**config.mk**
```make
export PLATFORM = sky130hd
export DESIGN_NAME = ysyx_24100005_lsu
export DESIGN_NICKNAME = d
export VERILOG_FILES = /design/src/rtl/ysyx_24100005_lsu.sv
export SDC_FILE = /design/constraint.sdc
export NUM_CORES = 1
export LEC_CHECK = 0
export BUFFER_PORTS_ARGS = -buffer_cell sky130_fd_sc_hd__buf_2
export CELL_PAD_IN_SITES_DETAIL_PLACEMENT = 1
export CELL_PAD_IN_SITES_GLOBAL_PLACEMENT = 1
export CORE_MARGIN = 2
export CORE_UTILIZATION = 32
export CTS_CLUSTER_SIZE = 10
export DETAILED_ROUTE_END_ITERATION = 7
export GPL_TIMING_DRIVEN = 0
export PLACE_DENSITY_LB_ADDON = 0.1
export SYNTH_ARGS = -nofsm -noshare
export SYNTH_HDL_FRONTEND = slang
export SYNTH_SLANG_ARGS = --single-unit
```
**constraint.sdc**
```tcl
create_clock -name clk -period 2.13 [get_ports clk]
set_clock_uncertainty 0.2 [all_clocks]
set_input_delay 0.3195 -clock clk [delete_from_list [all_inputs] [get_ports clk]]
set_output_delay 0.3195 -clock clk [all_outputs]
set_load 0.03 [all_outputs]
```
**src/rtl/ysyx_24100005_lsu.sv**
```systemverilog
// Load/store unit: turns one core load/store request into AXI4-Lite-style
// read or write transactions, handling lane selection, extension and strobes.
module ysyx_24100005_lsu #(
  parameter int unsigned ADDR_W = 32,
  parameter int unsigned DATA_W = 32
) (
  input  logic              clk,
  input  logic              rst,

  input  logic              req_valid,
  output logic              req_ready,
  input  logic              req_wen,
  input  logic [2:0]        req_funct3,
  input  logic [ADDR_W-1:0] req_addr,
  input  logic [DATA_W-1:0] req_wdata,

  output logic              resp_valid,
  output logic [DATA_W-1:0] resp_rdata,
  output logic              resp_err,

  output logic              mem_arvalid,
  input  logic              mem_arready,
  output logic [ADDR_W-1:0] mem_araddr,
  input  logic              mem_rvalid,
  output logic              mem_rready,
  input  logic [DATA_W-1:0] mem_rdata,
  input  logic [1:0]        mem_rresp,

  output logic              mem_awvalid,
  input  logic              mem_awready,
  output logic [ADDR_W-1:0] mem_awaddr,
  output logic              mem_wvalid,
  input  logic              mem_wready,
  output logic [DATA_W-1:0] mem_wdata,
  output logic [3:0]        mem_wstrb,
  input  logic              mem_bvalid,
  output logic              mem_bready,
  input  logic [1:0]        mem_bresp
);

  typedef enum logic [2:0] {StIdle, StRdAddr, StRdData, StWrReq, StWrResp, StResp} state_e;

  state_e              state_q, state_d;
  logic                wen_q;
  logic [2:0]          funct3_q;
  logic [ADDR_W-1:0]   addr_q;
  logic [DATA_W-1:0]   wdata_q;
  logic [DATA_W-1:0]   rdata_q;
  logic                err_q;
  logic                aw_done_q, w_done_q;

  logic                legal_f3, misalign, req_bad;
  logic                aw_fire, w_fire;
  logic [ADDR_W-1:0]   addr_aligned;
  logic [DATA_W-1:0]   rd_shift, ld_data, wr_lanes;
  logic [15:0]         rd_half;
  logic [3:0]          wr_strb;

  // Request decode: legality and natural alignment of the incoming access.
  always_comb begin
    if (req_wen) begin
      legal_f3 = (req_funct3 == 3'b000) || (req_funct3 == 3'b001) || (req_funct3 == 3'b010);
    end else begin
      legal_f3 = (req_funct3 == 3'b000) || (req_funct3 == 3'b001) || (req_funct3 == 3'b010) ||
                 (req_funct3 == 3'b100) || (req_funct3 == 3'b101);
    end
    misalign = ((req_funct3[1:0] == 2'b01) && req_addr[0]) ||
               ((req_funct3[1:0] == 2'b10) && (req_addr[1:0] != 2'b00));
    req_bad  = !legal_f3 || misalign;
  end

  assign addr_aligned = {addr_q[ADDR_W-1:2], 2'b00};
  assign aw_fire      = mem_awvalid && mem_awready;
  assign w_fire       = mem_wvalid && mem_wready;

  // Load lane extraction and sign/zero extension.
  always_comb begin
    rd_shift = mem_rdata >> {addr_q[1:0], 3'b000};
    rd_half  = addr_q[1] ? mem_rdata[31:16] : mem_rdata[15:0];
    case (funct3_q)
      3'b000:  ld_data = {{24{rd_shift[7]}}, rd_shift[7:0]};
      3'b001:  ld_data = {{16{rd_half[15]}}, rd_half};
      3'b100:  ld_data = {24'h0, rd_shift[7:0]};
      3'b101:  ld_data = {16'h0, rd_half};
      default: ld_data = mem_rdata;
    endcase
  end

  // Store lane replication and byte strobes.
  always_comb begin
    case (funct3_q[1:0])
      2'b00: begin
        wr_strb  = 4'b0001 << addr_q[1:0];
        wr_lanes = {4{wdata_q[7:0]}};
      end
      2'b01: begin
        wr_strb  = 4'b0011 << addr_q[1:0];
        wr_lanes = {2{wdata_q[15:0]}};
      end
      default: begin
        wr_strb  = 4'b1111;
        wr_lanes = wdata_q;
      end
    endcase
  end

  // State register.
  always_ff @(posedge clk or negedge rst) begin
    if (!rst) begin
      state_q <= StIdle;
    end else begin
      state_q <= state_d;
    end
  end

  // Next-state logic.
  always_comb begin
    state_d = state_q;
    unique case (state_q)
      StIdle: begin
        if (req_valid) begin
          if (req_bad)      state_d = StResp;
          else if (req_wen) state_d = StWrReq;
          else              state_d = StRdAddr;
        end
      end
      StRdAddr: if (mem_arready) state_d = StRdData;
      StRdData: if (mem_rvalid)  state_d = StResp;
      StWrReq:  if ((aw_done_q || aw_fire) && (w_done_q || w_fire)) state_d = StWrResp;
      StWrResp: if (mem_bvalid)  state_d = StResp;
      StResp:   state_d = StIdle;
      default:  state_d = StIdle;
    endcase
  end

  // Outputs depend only on state and registered data, never on memory readies.
  always_comb begin
    req_ready   = 1'b0;
    resp_valid  = 1'b0;
    resp_rdata  = '0;
    resp_err    = 1'b0;
    mem_arvalid = 1'b0;
    mem_araddr  = '0;
    mem_rready  = 1'b0;
    mem_awvalid = 1'b0;
    mem_awaddr  = '0;
    mem_wvalid  = 1'b0;
    mem_wdata   = '0;
    mem_wstrb   = 4'b0000;
    mem_bready  = 1'b0;
    unique case (state_q)
      StIdle:   req_ready = 1'b1;
      StRdAddr: begin
        mem_arvalid = 1'b1;
        mem_araddr  = addr_aligned;
      end
      StRdData: mem_rready = 1'b1;
      StWrReq: begin
        mem_awvalid = !aw_done_q;
        mem_awaddr  = addr_aligned;
        mem_wvalid  = !w_done_q;
        mem_wdata   = wr_lanes;
        mem_wstrb   = wr_strb;
      end
      StWrResp: mem_bready = 1'b1;
      StResp: begin
        resp_valid = 1'b1;
        resp_rdata = rdata_q;
        resp_err   = err_q;
      end
      default: ;
    endcase
  end

  // Request capture and result registers.
  always_ff @(posedge clk or negedge rst) begin
    if (!rst) begin
      wen_q     <= 1'b0;
      funct3_q  <= 3'b000;
      addr_q    <= '0;
      wdata_q   <= '0;
      rdata_q   <= '0;
      err_q     <= 1'b0;
      aw_done_q <= 1'b0;
      w_done_q  <= 1'b0;
    end else begin
      if (state_q == StIdle && req_valid) begin
        wen_q     <= req_wen;
        funct3_q  <= req_funct3;
        addr_q    <= req_addr;
        wdata_q   <= req_wdata;
        rdata_q   <= '0;
        err_q     <= req_bad;
        aw_done_q <= 1'b0;
        w_done_q  <= 1'b0;
      end
      if (state_q == StRdData && mem_rvalid) begin
        rdata_q <= (mem_rresp != 2'b00) ? '0 : ld_data;
        err_q   <= (mem_rresp != 2'b00);
      end
      if (state_q == StWrReq) begin
        if (aw_fire) aw_done_q <= 1'b1;
        if (w_fire)  w_done_q  <= 1'b1;
      end
      if (state_q == StWrResp && mem_bvalid) begin
        err_q <= (mem_bresp != 2'b00);
      end
    end
  end

  logic unused_wen;
  assign unused_wen = wen_q;

endmodule
```
-- Word level (Yosys, flattened, before mapping)
Cells that the tools add are included.
- register bits after elaboration: 105
- bits of input ports: 112
- output and inout bits: 140
- equal/unequal tests: 20
- shifts and indexed selects: 3
- mux-type cells: 38
- reductions and logical operators: 29
- operators with widths (operator ; count):
    $mux W32 ; 7
    $pmux W32 S4 ; 1
    $pmux W32 S2 ; 1
    $shr A32 B5 Y8 ; 1
    $eq A3 B3 Y1 const B ; 6
    $mux W1 ; 18
    $mux W3 ; 6
    $mux W16 ; 1
    $pmux W3 S5 ; 1
    $ne A2 B2 Y1 const B ; 5
    $eq A3 B1 Y1 const B ; 3
    $eq A3 B2 Y1 const B ; 3
    $logic_not A3 Y1 ; 3
    $logic_and A1 B1 Y1 ; 8
    $logic_or A1 B1 Y1 ; 8
    $pmux W4 S2 ; 1
    $reduce_bool A2 Y1 ; 4
    $reduce_and A5 Y1 ; 1
    $eq A2 B1 Y1 const B ; 2
    $mux W4 ; 1
    $shl A1 B2 Y4 const A ; 1
    $shl A2 B2 Y4 const A ; 1
    $logic_not A1 Y1 ; 3
    $reduce_bool A3 Y1 ; 1
    3 further kinds ; 3

-- Longest topological paths before layout
- depth in word-level cells: 11
- gate-level depth with buffers: 7

-- Worst setup path after synthesis
No wires, ideal clock.
- kind: register -> register
- start: register state_q[2]
- end: register wdata_q[2]
- setup time: 125 ps
- arrival: 2318 ps
- data required time: 1805 ps
- path slack: -513 ps
- stages on the path, launching flop included: 7
- path buffers: 3
- period minus slack after synthesis: 2643 ps
- cell sequence: dfrtp_1 > clkbuf_1 > nor3_1 > and2_1 > clkbuf_1 > buf_2 > mux2_2
- cells in the longest elaborated chain, start to end: 2
- RTL lines (what ; RTL line ; text):
    start, declared ; 43 ; state_e state_q, state_d;
    start signal, assigned ; 110 ; state_q <= StIdle;
    start signal, assigned ; 112 ; state_q <= state_d;
    $logic_not A3 Y1 ; 187 ; if (state_q == StIdle && req_valid) begin
    $logic_and A1 B1 Y1 ; 187 ;
    end signal, assigned ; 191 ; wdata_q <= req_wdata;
    end, declared ; 47 ; logic [DATA_W-1:0] wdata_q;
Every way passes these cells.
A chain may end at the register's enable or synchronous reset.

-- Worst setup path after layout
- start: register funct3_q[0]
- end: output port mem_wdata[27]
- cells in the longest elaborated chain, start to end: 3
- RTL lines (what ; RTL line ; text):
    start, declared ; 45 ; logic [2:0] funct3_q;
    start signal, assigned ; 189 ; funct3_q <= req_funct3;
    $eq A2 B1 Y1 / $logic_not A2 Y1 (equally long branches) ; 91 ; case (funct3_q[1:0])
    $pmux W32 S2 (*) ; 91 ;
    $mux W32 (*) ; 151 ; unique case (state_q)
    end, declared ; 34 ; output logic [DATA_W-1:0] mem_wdata,
Every way passes the cells marked *; elsewhere a longest branch is shown, timed or not.

==> impl_results.md <==
* First-pass GRT wire length at 38,400 microns
* DR iter-0 viols at 247
* Max Cap Viol at 0
* Min Tclk post-route at 2.35 ns
* DRC errors left at 0
* Via count at 6,049
* TritonCTS clock tree: yes
* CTS Root Cell: clkbuf_16
* Fin crit share at 1.10
* All-Layer GR Usage at 0.255
* Area growth syn-to-layout at 83.6%
* Core ar. at 0.0179 sq mm
* Status: finished, violations left
* Worst path required time at 1.61 ns
* Leak at 4.95 nW
* R2R cell count at 7
* Clk buf depth at 2
* Largest net degree at the start of global routing at 58
* Hpwl dp at 15,600 microns
* Max-Slew Margin vs Limit at 0.455
* Die X at 139 microns
* Post-route setup slack at -0.216 ns
* Count of state elements after synthesis at 105
* Synth Instances at 577
* DRT antenna net count at 0
* Max Clock Freq at 0.426 GHz
* Critical hold path startpoint: mem_wready
* Clock Latency Late Sink at 0.36 ns
* Rows at 49
* Die area at 0.0192 sq mm
* Sequential cell area at 0.00263 sq mm
* Dpl ws at -0.857 ns
* # IOs at 252
* Wire length on met3 at 1320 microns
* Drt first pass iters at 5
* Final hold vios at 0
* Failing checks: setup timing
* Synth warnings at 0
* Count of final setup violators at 146
* Nets@finish at 1,049
* Total wire length at 25,700 microns
* Setup crit start kind: flop
* FFs w/ async S/R, synth at 1.00
* Grt total ovfl at 0
* Met2 wire len at 13,800 microns
* Critical path endpoint: mem_wdata[27]
* Yosys cell types at 46
* Unrepaired setup endpoints after global routing: true
* Hold crit path type: in2reg
* Synth Flop Type: dfrtp_1
* Critical Path, Cell by Cell: buf_6 > clkbuf_8 > buf_4 > mux2i_1 > nor2_1 > a21oi_1 > nor2_1 > buf_4
* Initial antenna violation count at 3
* Count of non-filler cells in the finished layout at 1,173
* Worst EP arrival at 1.83 ns
* Vias in the first global route at 6,723
* Setup Crit Path Kind: reg2out
* CTS sink cnt at 105
* CP endpoint kind: output pin
* CTS Buf Count at 9
* Avg Inst Size Synth at 10.1 sq um
* Starting Density at 0.324
* Highest Signal Layer: met5
* Routed wire per std cell at 21.9 microns
* Maximum VDD drop at 0.647 mV
* Via density at 5.16
* Multi-input gate area at 0.00355 sq mm
* Reg2Reg Setup Slack at -0.12 ns
* Final setup TNS at -14.78 ns
* Die Y at 139 microns
* Worst setup path startpoint: funct3_q[0]
* CP peak stage delay at 0.39 ns
* Final Slew Violations at 0
* Register area share after synthesis at 0.453
* EDFF count, synth at 0
* Reg2reg start: addr_q[0]
* Layout cells sized above 1 at 0.603
* RR Endpoint: rdata_q[26]
* Met1 WL at 9910 microns
* Clock-pin transition on the worst setup and hold timing paths at 0.08 ns
* CP max FO at 8
* GPL Wtd Cong at 0.857
* Post-Syn Area at 0.00580 sq mm
* PortBufs at 247
* CTS H-tree depth at 3
* Slowest-stage cell, CP: dfrtp_1
* Inst Count DP at 1,057
* Power per cell area at 1340 mW/mm^2
* Worst-margin pin slew at 0.818 ns
* Fill cells at 1,903
* Hold Crit Depth at 3
==> critical path: cells and delay by family, from the launching register on <==
kind	cells	cell delay, ns
mux	1	0.15
buf+inv	4	0.61
simple gates	2	0.14
compound gates	1	0.17
flops	1	0.39
==> how the worst min path moves through the flow <==
| stage | to | slack (ns) |
|---|---|---|
| 6_report | w_done_q | 0.02 |
| 5_1_grt | wdata_q[26] | 0.009 |
| 4_1_cts | addr_q[9] | 0.002 |
| 3_5_place_dp | rdata_q[2] | 0.25 |
| 3_3_place_gp | rdata_q[0] | 0.24 |
| 2_1_floorplan | addr_q[0] | -0.18 |
==> logic make-up after synthesis <==
kind of cell | synth area share
and+or+nand+nor | 0.206
DFF | 0.453
AOI/OAI and AO/OA | 0.124
muxes | 0.168
buffers and inverters | 0.0457
xor gates and xnor gates | 0.00151
other | 0.000646
==> synth_stat cells (2+ instances only) <==
master	number	area, sq um
a22o_1	3	26.3
buf_2	11	55.1
nor2_1	42	158
nor3b_2	2	25.0
a221oi_1	9	78.8
dfrtp_1	105	2630
o31ai_1	3	22.5
and3_1	2	12.5
o21ai_1	9	45.0
o21ai_0	4	20.0
mux2_2	50	563
nand2_1	52	195
clkbuf_1	32	120
o22ai_1	2	12.5
a21oi_1	23	115
o2bb2ai_1	2	17.5
nor3_1	3	15.0
a32oi_1	5	43.8
nand2b_1	2	12.5
mux2i_1	20	200
a31oi_1	2	12.5
a21o_1	7	52.6
nand3_1	2	10.0
and2_1	103	644
inv_1	9	33.8
mux2_1	17	191
nor3b_1	4	30.0
a221o_1	17	170
or3b_1	2	17.5
buf_1	2	7.51
buf_4	5	37.5
o221ai_1	5	43.8
nor2b_1	8	50.1
==> cell type report <==
cell class,count,share of cell area
Clock buffer,9,0.0211
Multi-Input combinational cell,415,0.333
Sequential cell,105,0.247
Tap cell,229,0.0269
Antenna cell,2,0.000470
Buffer,48,0.0613
Inverter,9,0.00317
Clock inverter,7,0.0117
Timing Repair Buffer,349,0.295
==> power breakdown <==
part,total (W),switching [W],internal (W)
clock,0.00203,0.000867,0.00116
sequential,0.00364,0.000804,0.00283
combinational,0.00855,0.00436,0.00420
total,0.0142,0.00603,0.00819
==> stage by stage <==
step           hold slack (ns)  total power [W]  cell area [sq um]   util
3_3_place_gp             0.243          0.00872               7390  0.413
3_5_place_dp             0.250          0.00895               7420  0.415
4_1_cts                0.00217           0.0131              10200  0.567
6_report                0.0182           0.0142              10600  0.595
2_1_floorplan           -0.176          0.00723               5870      -
5_1_grt                0.00900           0.0149              10600  0.595
==> layer usage <==
metal | track usage | vias to the layer above
met5 | 0 | -
met4 | 0.0845 | 2
met3 | 0.0549 | 43
met2 | 0.467 | 229
met1 | 0.295 | 3059
li1 | - | 2716
==> repair_timing <==
item                                   4_1_cts  5_1_grt
buffers inserted                            24        3
gates resized for setup                    472      123
gates cloned                                10        2
endpoints found under the hold margin      116        1
setup endpoints to repair                  188      227
pin swaps                                   63       17
hold buffers                                61        1
==> state kept, by name (all words and copies together), names as in the netlist <==
register   flops
aw_done_q      1
w_done_q       1
err_q          1
addr_q        32
state_q        3
rdata_q       32
funct3_q       3
wdata_q       32
==> layout by cell type (no fill, tap or decap), types with 4 or more instances in the layout <==
master	instances
clkbuf_4	4
a21oi_2	5
clkbuf_2	4
a21o_1	7
o221ai_1	5
buf_6	144
mux2i_1	14
nor3b_4	6
a21oi_4	8
a221oi_1	7
a32oi_1	5
mux2i_2	4
conb_1	4
clkbuf_16	16
nor2_4	10
buf_2	114
nor2b_1	8
a21oi_1	10
buf_4	28
nor2_1	22
o21ai_1	9
and2_4	99
inv_1	8
mux2_1	17
nand2_1	42
dfrtp_2	4
dfrtp_1	101
mux2_2	50
buf_12	9
and2_1	4
nand2_2	10
dlygate4sd3_1	62
nor2_2	10
a221o_1	17
buf_8	19
Power figures use the tool's default switching activity.
